[src/rtl/ref_pkg.sv]
// Shared constants for the intra reference-pixel buffer loader.
// Default geometry, FSM state encoding and the fill pixel for unavailable neighbours.
package ref_pkg;

    localparam int PIX_W_DEF = 8;
    localparam int N_REF_DEF = 8;

    localparam logic [2:0] ST_IDLE     = 3'd0;
    localparam logic [2:0] ST_LD_TOP   = 3'd1;
    localparam logic [2:0] ST_LD_TOPA  = 3'd2;
    localparam logic [2:0] ST_LD_LEFT  = 3'd3;
    localparam logic [2:0] ST_LD_LEFTA = 3'd4;
    localparam logic [2:0] ST_DONE     = 3'd5;

    typedef enum logic [2:0] {
        IDLE     = ST_IDLE,
        LD_TOP   = ST_LD_TOP,
        LD_TOPA  = ST_LD_TOPA,
        LD_LEFT  = ST_LD_LEFT,
        LD_LEFTA = ST_LD_LEFTA,
        DONE     = ST_DONE
    } state_t;

    // Mid-scale pixel stands in for neighbours that do not exist.
    function automatic int def_pix(input int w);
        return 1 << (w - 1);
    endfunction

    function automatic int idx_w(input int n);
        return (n > 1) ? $clog2(n) : 1;
    endfunction

    localparam logic [PIX_W_DEF-1:0] DEF_PIX = PIX_W_DEF'(def_pix(PIX_W_DEF));

endpackage

[src/rtl/ref_bank.sv]
// N_REF x PIX_W register file exposed as a flat bus; FILL loads the default pixel everywhere.
// Latency: write visible on BUS the cycle after WE/FILL. No backpressure (always writable).
// FILL has priority over WE.
module ref_bank
    import ref_pkg::*;
#(
    parameter int PIX_W = PIX_W_DEF,
    parameter int N_REF = N_REF_DEF
) (
    input  logic                       CLK,
    input  logic                       RST,
    input  logic                       WE,
    input  logic [idx_w(N_REF)-1:0]    WIDX,
    input  logic [PIX_W-1:0]           WDATA,
    input  logic                       FILL,
    output logic [N_REF*PIX_W-1:0]     BUS
);

    localparam logic [PIX_W-1:0] FILL_PIX = PIX_W'(def_pix(PIX_W));

    logic [PIX_W-1:0] mem [N_REF];

    always_ff @(posedge CLK or posedge RST) begin
        if (RST) begin
            for (int i = 0; i < N_REF; i++) mem[i] <= '0;
        end else if (FILL) begin
            for (int i = 0; i < N_REF; i++) mem[i] <= FILL_PIX;
        end else if (WE) begin
            mem[WIDX] <= WDATA;
        end
    end

    always_comb begin
        BUS = '0;
        for (int i = 0; i < N_REF; i++) BUS[i*PIX_W +: PIX_W] = mem[i];
    end

endmodule

[src/rtl/ref_buf_loader.sv]
// Fills TOP/TOPa/LEFT/LEFTa reference banks from a pixel stream, default-filling missing sides.
// Latency: REF_VALID rises the cycle after the last accepted pixel (START+1 if nothing to load).
// Backpressure: PIX_READY is a pure state decode; PIX_VALID bubbles simply stall the load.
module ref_buf_loader
    import ref_pkg::*;
#(
    parameter int PIX_W = PIX_W_DEF,
    parameter int N_REF = N_REF_DEF
) (
    input  logic                   CLK,
    input  logic                   RST,
    input  logic                   START,
    input  logic                   AVAIL_TOP,
    input  logic                   AVAIL_LEFT,
    input  logic                   PIX_VALID,
    input  logic [PIX_W-1:0]       PIX_DATA,
    output logic                   PIX_READY,
    output logic [N_REF*PIX_W-1:0] REF_TOP_BUS,
    output logic [N_REF*PIX_W-1:0] REF_TOPA_BUS,
    output logic [N_REF*PIX_W-1:0] REF_LEFT_BUS,
    output logic [N_REF*PIX_W-1:0] REF_LEFTA_BUS,
    output logic                   REF_VALID,
    output logic                   BUSY
);

    localparam int               IDX_W    = idx_w(N_REF);
    localparam logic [IDX_W-1:0] IDX_LAST = IDX_W'(N_REF - 1);

    state_t           state, state_nxt;
    logic [IDX_W-1:0] idx, idx_nxt;
    logic             avail_left_q;
    logic             start_ok;
    logic             xfer;
    logic             idx_last;
    logic [3:0]       bank_we;
    logic             fill_top;
    logic             fill_left;

    assign BUSY      = (state == LD_TOP) || (state == LD_TOPA) ||
                       (state == LD_LEFT) || (state == LD_LEFTA);
    assign PIX_READY = BUSY;
    assign REF_VALID = (state == DONE);

    assign start_ok = START && ((state == IDLE) || (state == DONE));
    assign xfer     = PIX_VALID && PIX_READY;
    assign idx_last = (idx == IDX_LAST);

    always_comb begin
        state_nxt = state;
        idx_nxt   = idx;
        bank_we   = 4'b0000;
        fill_top  = 1'b0;
        fill_left = 1'b0;
        if (start_ok) begin
            idx_nxt   = '0;
            fill_top  = !AVAIL_TOP;
            fill_left = !AVAIL_LEFT;
            if (AVAIL_TOP)       state_nxt = LD_TOP;
            else if (AVAIL_LEFT) state_nxt = LD_LEFT;
            else                 state_nxt = DONE;
        end else if (xfer) begin
            idx_nxt = idx_last ? '0 : idx + IDX_W'(1);
            case (state)
                LD_TOP: begin
                    bank_we[0] = 1'b1;
                    if (idx_last) state_nxt = LD_TOPA;
                end
                LD_TOPA: begin
                    bank_we[1] = 1'b1;
                    if (idx_last) state_nxt = avail_left_q ? LD_LEFT : DONE;
                end
                LD_LEFT: begin
                    bank_we[2] = 1'b1;
                    if (idx_last) state_nxt = LD_LEFTA;
                end
                LD_LEFTA: begin
                    bank_we[3] = 1'b1;
                    if (idx_last) state_nxt = DONE;
                end
                default: state_nxt = state;
            endcase
        end
    end

    always_ff @(posedge CLK or posedge RST) begin
        if (RST) begin
            state        <= IDLE;
            idx          <= '0;
            avail_left_q <= 1'b0;
        end else begin
            state <= state_nxt;
            idx   <= idx_nxt;
            if (start_ok) avail_left_q <= AVAIL_LEFT;
        end
    end

    ref_bank #(.PIX_W(PIX_W), .N_REF(N_REF)) u_top (
        .CLK(CLK), .RST(RST), .WE(bank_we[0]), .WIDX(idx), .WDATA(PIX_DATA),
        .FILL(fill_top), .BUS(REF_TOP_BUS)
    );

    ref_bank #(.PIX_W(PIX_W), .N_REF(N_REF)) u_topa (
        .CLK(CLK), .RST(RST), .WE(bank_we[1]), .WIDX(idx), .WDATA(PIX_DATA),
        .FILL(fill_top), .BUS(REF_TOPA_BUS)
    );

    ref_bank #(.PIX_W(PIX_W), .N_REF(N_REF)) u_left (
        .CLK(CLK), .RST(RST), .WE(bank_we[2]), .WIDX(idx), .WDATA(PIX_DATA),
        .FILL(fill_left), .BUS(REF_LEFT_BUS)
    );

    ref_bank #(.PIX_W(PIX_W), .N_REF(N_REF)) u_lefta (
        .CLK(CLK), .RST(RST), .WE(bank_we[3]), .WIDX(idx), .WDATA(PIX_DATA),
        .FILL(fill_left), .BUS(REF_LEFTA_BUS)
    );

endmodule
[config.mk]
export PLATFORM = sky130hd
export DESIGN_NAME = ref_buf_loader
export DESIGN_NICKNAME = d
export VERILOG_FILES = /design/src/rtl/ref_pkg.sv /design/src/rtl/ref_bank.sv /design/src/rtl/ref_buf_loader.sv
export SDC_FILE = /design/constraint.sdc
export NUM_CORES = 1
export LEC_CHECK = 0
export ABC_CLOCK_PERIOD_IN_PS = 15650
export BUFFER_PORTS_ARGS = -buffer_cell sky130_fd_sc_hd__buf_2
export CORE_UTILIZATION = 59
export CTS_BUF_LIST = sky130_fd_sc_hd__clkbuf_8
export DETAILED_ROUTE_END_ITERATION = 12
export GPL_TIMING_DRIVEN = 1
export MAX_ROUTING_LAYER = met4
export PLACE_DENSITY = 0.84
export SLEW_MARGIN = 20
export SYNTH_ARGS = -nofsm -noshare
export SYNTH_HDL_FRONTEND = slang
export SYNTH_SLANG_ARGS = --single-unit
[constraint.sdc]
create_clock -name CLK -period 15.65 [get_ports CLK]
set_input_delay 0.7825 -clock CLK [delete_from_list [all_inputs] [get_ports CLK]]
set_output_delay 0.7825 -clock CLK [all_outputs]
set_load 0.01 [all_outputs]
---- Word-level counts from Yosys, hierarchy flattened ----
Index checks and enable logic that the tools add are counted.
storage, ports and cells
  register bits after elaboration ......... 263
  output and inout port bits .............. 259
cells by class
  equal/unequal tests ..................... 10
  reduce and logical (&&, ||, !) cells .... 17
  $add $sub $neg .......................... 1
  multiplexer cells ....................... 35
  bitwise operators ....................... 1
  order comparisons ....................... 2
operators by type and width
  cell                   count
  $mux W64               8
  $bwmux W64             4
  $mux W3                12
  $demux W8 S3           1
  $ne A3 B3 Y1 const B   4
  $pmux W3 S4            1
  $reduce_bool A2 Y1     5
  $eq A3 B3 Y1 const B   3
  $mux W4                2
  $mux W8                1
  $eq A3 B2 Y1 const B   2
  $mux W1                6
  $reduce_and A6 Y1      1
  $reduce_bool A5 Y1     1
  $ge A4 B4 Y1 const B   1
  $logic_or A1 B1 Y1     4
  $lt A4 B1 Y1 const B   1
  $not A3 Y4             1
  $add A3 B1 Y3 const B  1
  $eq A3 B1 Y1 const B   1
  $logic_and A1 B1 Y1    3
  $logic_not A3 Y1       1
  $logic_not A1 Y1       2

---- Logic depth before layout (Yosys ltp) ----
  word-level depth ........................ 9
  mapped depth ............................ 6
  mapped depth without buffers ............ 6

---- Hierarchy ----
Synthesis repeated with hierarchy kept, for this count alone.
unflattened totals
  cell total of the unflattened synthesis .. 1008
  area, all modules ....................... 12117.9 um2
by module, submodules not included
  module          area an instance (um2)  seq. area each (um2)  times used  cells each
  ref_bank        2895.3                  1601.5                4           237
  ref_buf_loader  536.8                   175.2                 1           60

---- Worst setup path after synthesis ----
OpenSTA, ideal clock, no wires.
  path type ............................... input -> register
  start ................................... in START
  end ..................................... reg u_left.mem (netlist bit u_left.BUS[17])
  data required time ...................... 15529 ps
  buffers on the path ..................... 1
  setup slack ............................. 13206 ps
  stages .................................. 5
  arrival ................................. 2323 ps
  library setup time ...................... 121 ps
  cells stage by stage .................... buf_6 or3b_4 nor3_4 o22ai_4 a22o_1
between the ends
  word-level cells in the longest chain between the ends .. 3
  elaborated cells on any way between the ends .. 5
ends and longest elaborated chain
  item                                                   line                  text
  start, declared                                        ref_buf_loader.sv:12  input logic START,
  $logic_and A1 B1 Y1 *                                  ref_buf_loader.sv:44  assign start_ok = START && ((state == IDLE) || (state == DONE));
  $mux W1 / $mux W4 (equally long branches)              ref_buf_loader.sv:54  if (start_ok) begin
  $mux W64 / $reduce_bool A2 Y1 (equally long branches)  --
  end signal, assigned by index                          ref_bank.sv:29        mem[WIDX] <= WDATA;
  end, declared                                          ref_bank.sv:21        logic [PIX_W-1:0] mem [N_REF];
Mark *: on every way between the ends. The rest lies on a longest branch, timed or not.
A chain may end at the register's enable or synchronous reset.

---- Worst setup path in the final report ----
  start ................................... reg state[0]
  end ..................................... reg u_top.mem (netlist bit u_top.BUS[1])
between the ends
  word-level cells in the longest chain between the ends .. 8
  elaborated cells on any way between the ends .. 18
ends and longest elaborated chain
  item                                                 line                                        text
  start, declared                                      ref_buf_loader.sv:29                        state_t state, state_nxt;
  start signal, assigned                               ref_buf_loader.sv:91                        state <= state_nxt;
  $eq A3 B1 Y1 / $eq A3 B2 Y1 (equally long branches)  ref_buf_loader.sv:39, ref_buf_loader.sv:63
  $logic_or A1 B1 Y1 (2 in a row)                      ref_buf_loader.sv:39                        assign BUSY = (state == LD_TOP) || (state == LD_TOPA) ||
  $logic_or A1 B1 Y1                                   ref_buf_loader.sv:40                        (state == LD_LEFT) || (state == LD_LEFTA);
  $logic_and A1 B1 Y1                                  ref_buf_loader.sv:45                        assign xfer = PIX_VALID && PIX_READY;
  $mux W4                                              ref_buf_loader.sv:61                        end else if (xfer) begin
  $mux W4                                              ref_buf_loader.sv:54
  $reduce_bool A2 Y1 (no source line)                  --
  end signal, assigned by index                        ref_bank.sv:29
  end, declared                                        ref_bank.sv:21
Parallel ways exist; a longest one is shown, timed or not.

==> key figures <==
Setup path
  – Reg2Reg Setup Slack: 12.60 ns
  – CP Cell Sequence: or4b_2 -> a31oi_2 -> nand2_1 -> a22o_1
  – Crit path DAT: 3.45 ns
  – Worst-path fanout max: 24
  – Worst setup SP type: flop
  – CP Data Required Time: 16.06 ns
  – CP max stage cell: or4b_2
  – CP endpoint kind: flop
  – WS Path Type: flop to flop
  – CP peak stage delay: 0.78 ns
  – R2R cell count: 4

GRT
  – First-pass GRT wire length: 45710 µm
  – Initial antenna violation count: 6
  – GR Overflow Total: 0
  – Vias in the first global route: 7792
  – Largest net degree at the start of global routing: 105
  – All-Layer GR Usage: 34.84%

Power and ir drop
  – P_leak: 6.557 nW
  – Max VDD drop: 0.00009555 V
  – Pwr dens: 193.4 nW/µm²

Clock tree
  – Cts repair resizes: 0
  – Clock Latency Late Sink: 0.54 ns
  – Clock transition at path regs: 0.07 ns
  – # hold bufs at CTS: 0
  – CTS H-Tree Depth: 2
  – Total CTS buffers: 40
  – Worst-case clock buffer depth: 3
  – Clock Tree Root: clkbuf_8
  – Clock sink count: 263
  – Post-CTS Setup Repair Bufs: 0
  – CTS tree: yes

Drt
  – Final ANT Viol Nets: 0
  – Avg WL per Cell: 23.33 µm
  – DRC marker count from the first detailed-route iteration: 768
  – Drt first pass iters: 5
  – Via count: 8167
  – Remaining DRCs: 0
  – Via density: 6.326
  – DRT Wirelength: 30110 µm

STA
  – Slew at the pin closest to its max-slew limit: 1.116 ns
  – RSZ-0062 raised after global routing: false
  – Slew HR: 25.19%
  – Max Fclk: 328.4 MHz
  – Worst Setup Slack, final: 12.60 ns
  – Final Hold Fails: 0
  – Final Cycle Share: 19.46%
  – Pins Over Slew Limit: 0
  – Clock Skews: 0.02868 ns
  – Final Setup Violations: 0
  – Period minus WS final: 3.045 ns
  – Setup TNS: 0 ns

Floorplan
  – Die Y-Extent: 133.9 µm
  – # rows: 47
  – Initial Util: 61.27%
  – Die width: 133.9 µm
  – I/O pins: 273
  – Core area: 16760 µm²
  – Die ar.: 17940 µm²

Synth
  – Syn Nets: 786
  – Yosys warning count: 0
  – Post-Syn Area: 10270 µm²
  – Post-synth EDFFs: 0
  – Yosys reg bits: 263
  – Main synth FF type: dfrtp_1
  – Sequential element share of the synthesized area: 64.09%
  – Avg Cell Area, Syn: 13.34 µm²
  – Yosys cell types: 51
  – Post-synth ARST share: 100.0%
  – Post-Synthesis Cells: 770

Placed design
  – I/O Buffers: 272
  – Gpl congestion: 0.9411
  – Pre-CTS setup slack: 12.23 ns
  – HPWL Detailed: 19960 µm

Flow run
  – Max_cap viols: 0

Worst hold path
  – Hold Path Class: input pin to asynchronous set/reset pin

Finish
  – Area Growth Syn to Fin: 21.97%
  – Nets: 1061
  – Layout cell share with drive strength beyond 1: 33.90%

Status
  – Outcome: completed
kinds of logic (layout without fill, tap and decap cells):
| group | Yosys count | count (layout) | synth area share, % |
|---|---|---|---|
| simple gates | 108 | 108 | 5.885 |
| xor+xnor | 1 | 1 | 0.1584 |
| other cells | 0 | 6 | 0 |
| compound gates | 320 | 320 | 26.62 |
| buf+inv | 76 | 371 | 2.997 |
| fa+ha+maj | 2 | 2 | 0.2437 |
| flops | 263 | 263 | 64.09 |
Yosys cell counts (2+ instances only):
cell type,instances,share of area (%)
o22ai_4,8,1.6
inv_1,27,0.99
or3b_2,4,0.34
o21ai_0,10,0.49
nor2b_1,2,0.12
or3b_1,2,0.17
buf_2,6,0.29
nand2_1,31,1.1
buf_1,3,0.11
a2bb2oi_1,24,2.0
o2bb2ai_1,56,4.8
and3_1,2,0.12
clkbuf_1,37,1.4
ha_1,2,0.24
or3_1,3,0.18
a22o_1,168,14
nor3b_1,3,0.22
o21ai_1,18,0.88
nand2b_1,4,0.24
and3b_1,2,0.17
nand3_1,5,0.24
nor2_1,30,1.1
nand3b_1,8,0.58
nor3_1,2,0.097
dfrtp_1,263,64
a31oi_1,9,0.55
a21oi_1,16,0.78
buf_4,2,0.15
flip-flops by register name, summed over array words and instances (netlist names):
name / flops
u_left.BUS: 64
u_lefta.BUS: 64
u_top.BUS: 64
u_topa.BUS: 64
idx: 3
state: 3
avail_left_q: 1
worst max-delay path, delay by kind of cell (launching register included):
kind / cells / cell delay [ns]
and+or+nand+nor: 2 / 1.18
DFF: 1 / 0.65
AOI/OAI and AO/OA: 2 / 1.07
per-stage QoR:
| stage | total power, mW | util (%) | hold WS (ns) | std cells | area (µm²) |
|---|---|---|---|---|---|
| 2_1_floorplan | 1.538 | - | 0.4583 | 770 | 10270 |
| 3_3_place_gp | 1.874 | 70.35 | 0.4676 | 1221 | 11790 |
| 3_5_place_dp | 1.900 | 70.35 | 0.4688 | 1221 | 11790 |
| 4_1_cts | 2.417 | 74.51 | 0.3757 | 1283 | 12490 |
| 5_1_grt | 2.537 | 74.73 | 0.3970 | 1291 | 12520 |
| 6_report | 2.422 | 74.73 | 0.3352 | 1291 | 12520 |
layer usage:
metal  vias up  global-route usage [%]  routed length (µm)
met5         -                       -                   0
met4         0                   9.533                 447
met3        40                   8.919                3011
met2       489                   49.74               13940
met1      4128                   49.80               12710
li1       3510                       -                   -
path summary, 6_finish.rpt:
| path | from | end |
|---|---|---|
| max | state[0] | u_top.BUS[1] |
| min | RST | u_left.BUS[16] |
| max reg2reg | state[0] | u_top.BUS[1] |
| min reg2reg | u_lefta.BUS[18] | u_lefta.BUS[18] |
| max in group asynchronous | RST | u_lefta.BUS[36] |
| min in group CLK | u_lefta.BUS[18] | u_lefta.BUS[18] |
report_power, final:
part | switching [mW] | internal [mW] | leakage [nW]
Sequential | 0.169 | 0.897 | 3.46
Combinational | 0.482 | 0.360 | 2.69
Clock | 0.250 | 0.264 | 0.410
Total | 0.901 | 1.52 | 6.56
area by class of cell:
class,count,area (µm²)
diodes,6,15.01
clock buffers,46,633.1
fillers,1136,4235
repair buffers,282,1441
clock inverters,16,65.06
flip-flops and latches,263,6581
multi-input cells,431,3405
well taps,220,275.3
inverters,27,108.9
cell usage in the layout (no fill, tap or decap), types with 9 or more instances in the layout:
| cell | n |
|---|---|
| o2bb2ai_1 | 56 |
| a21oi_1 | 16 |
| o21ai_1 | 18 |
| buf_2 | 272 |
| clkbuf_8 | 46 |
| a22o_1 | 168 |
| nand2_1 | 31 |
| a31oi_1 | 9 |
| dfrtp_1 | 263 |
| o21ai_0 | 10 |
| nor2_1 | 29 |
| inv_1 | 38 |
| a2bb2oi_1 | 24 |
No activity file was read; power rests on OpenSTA's default activity.
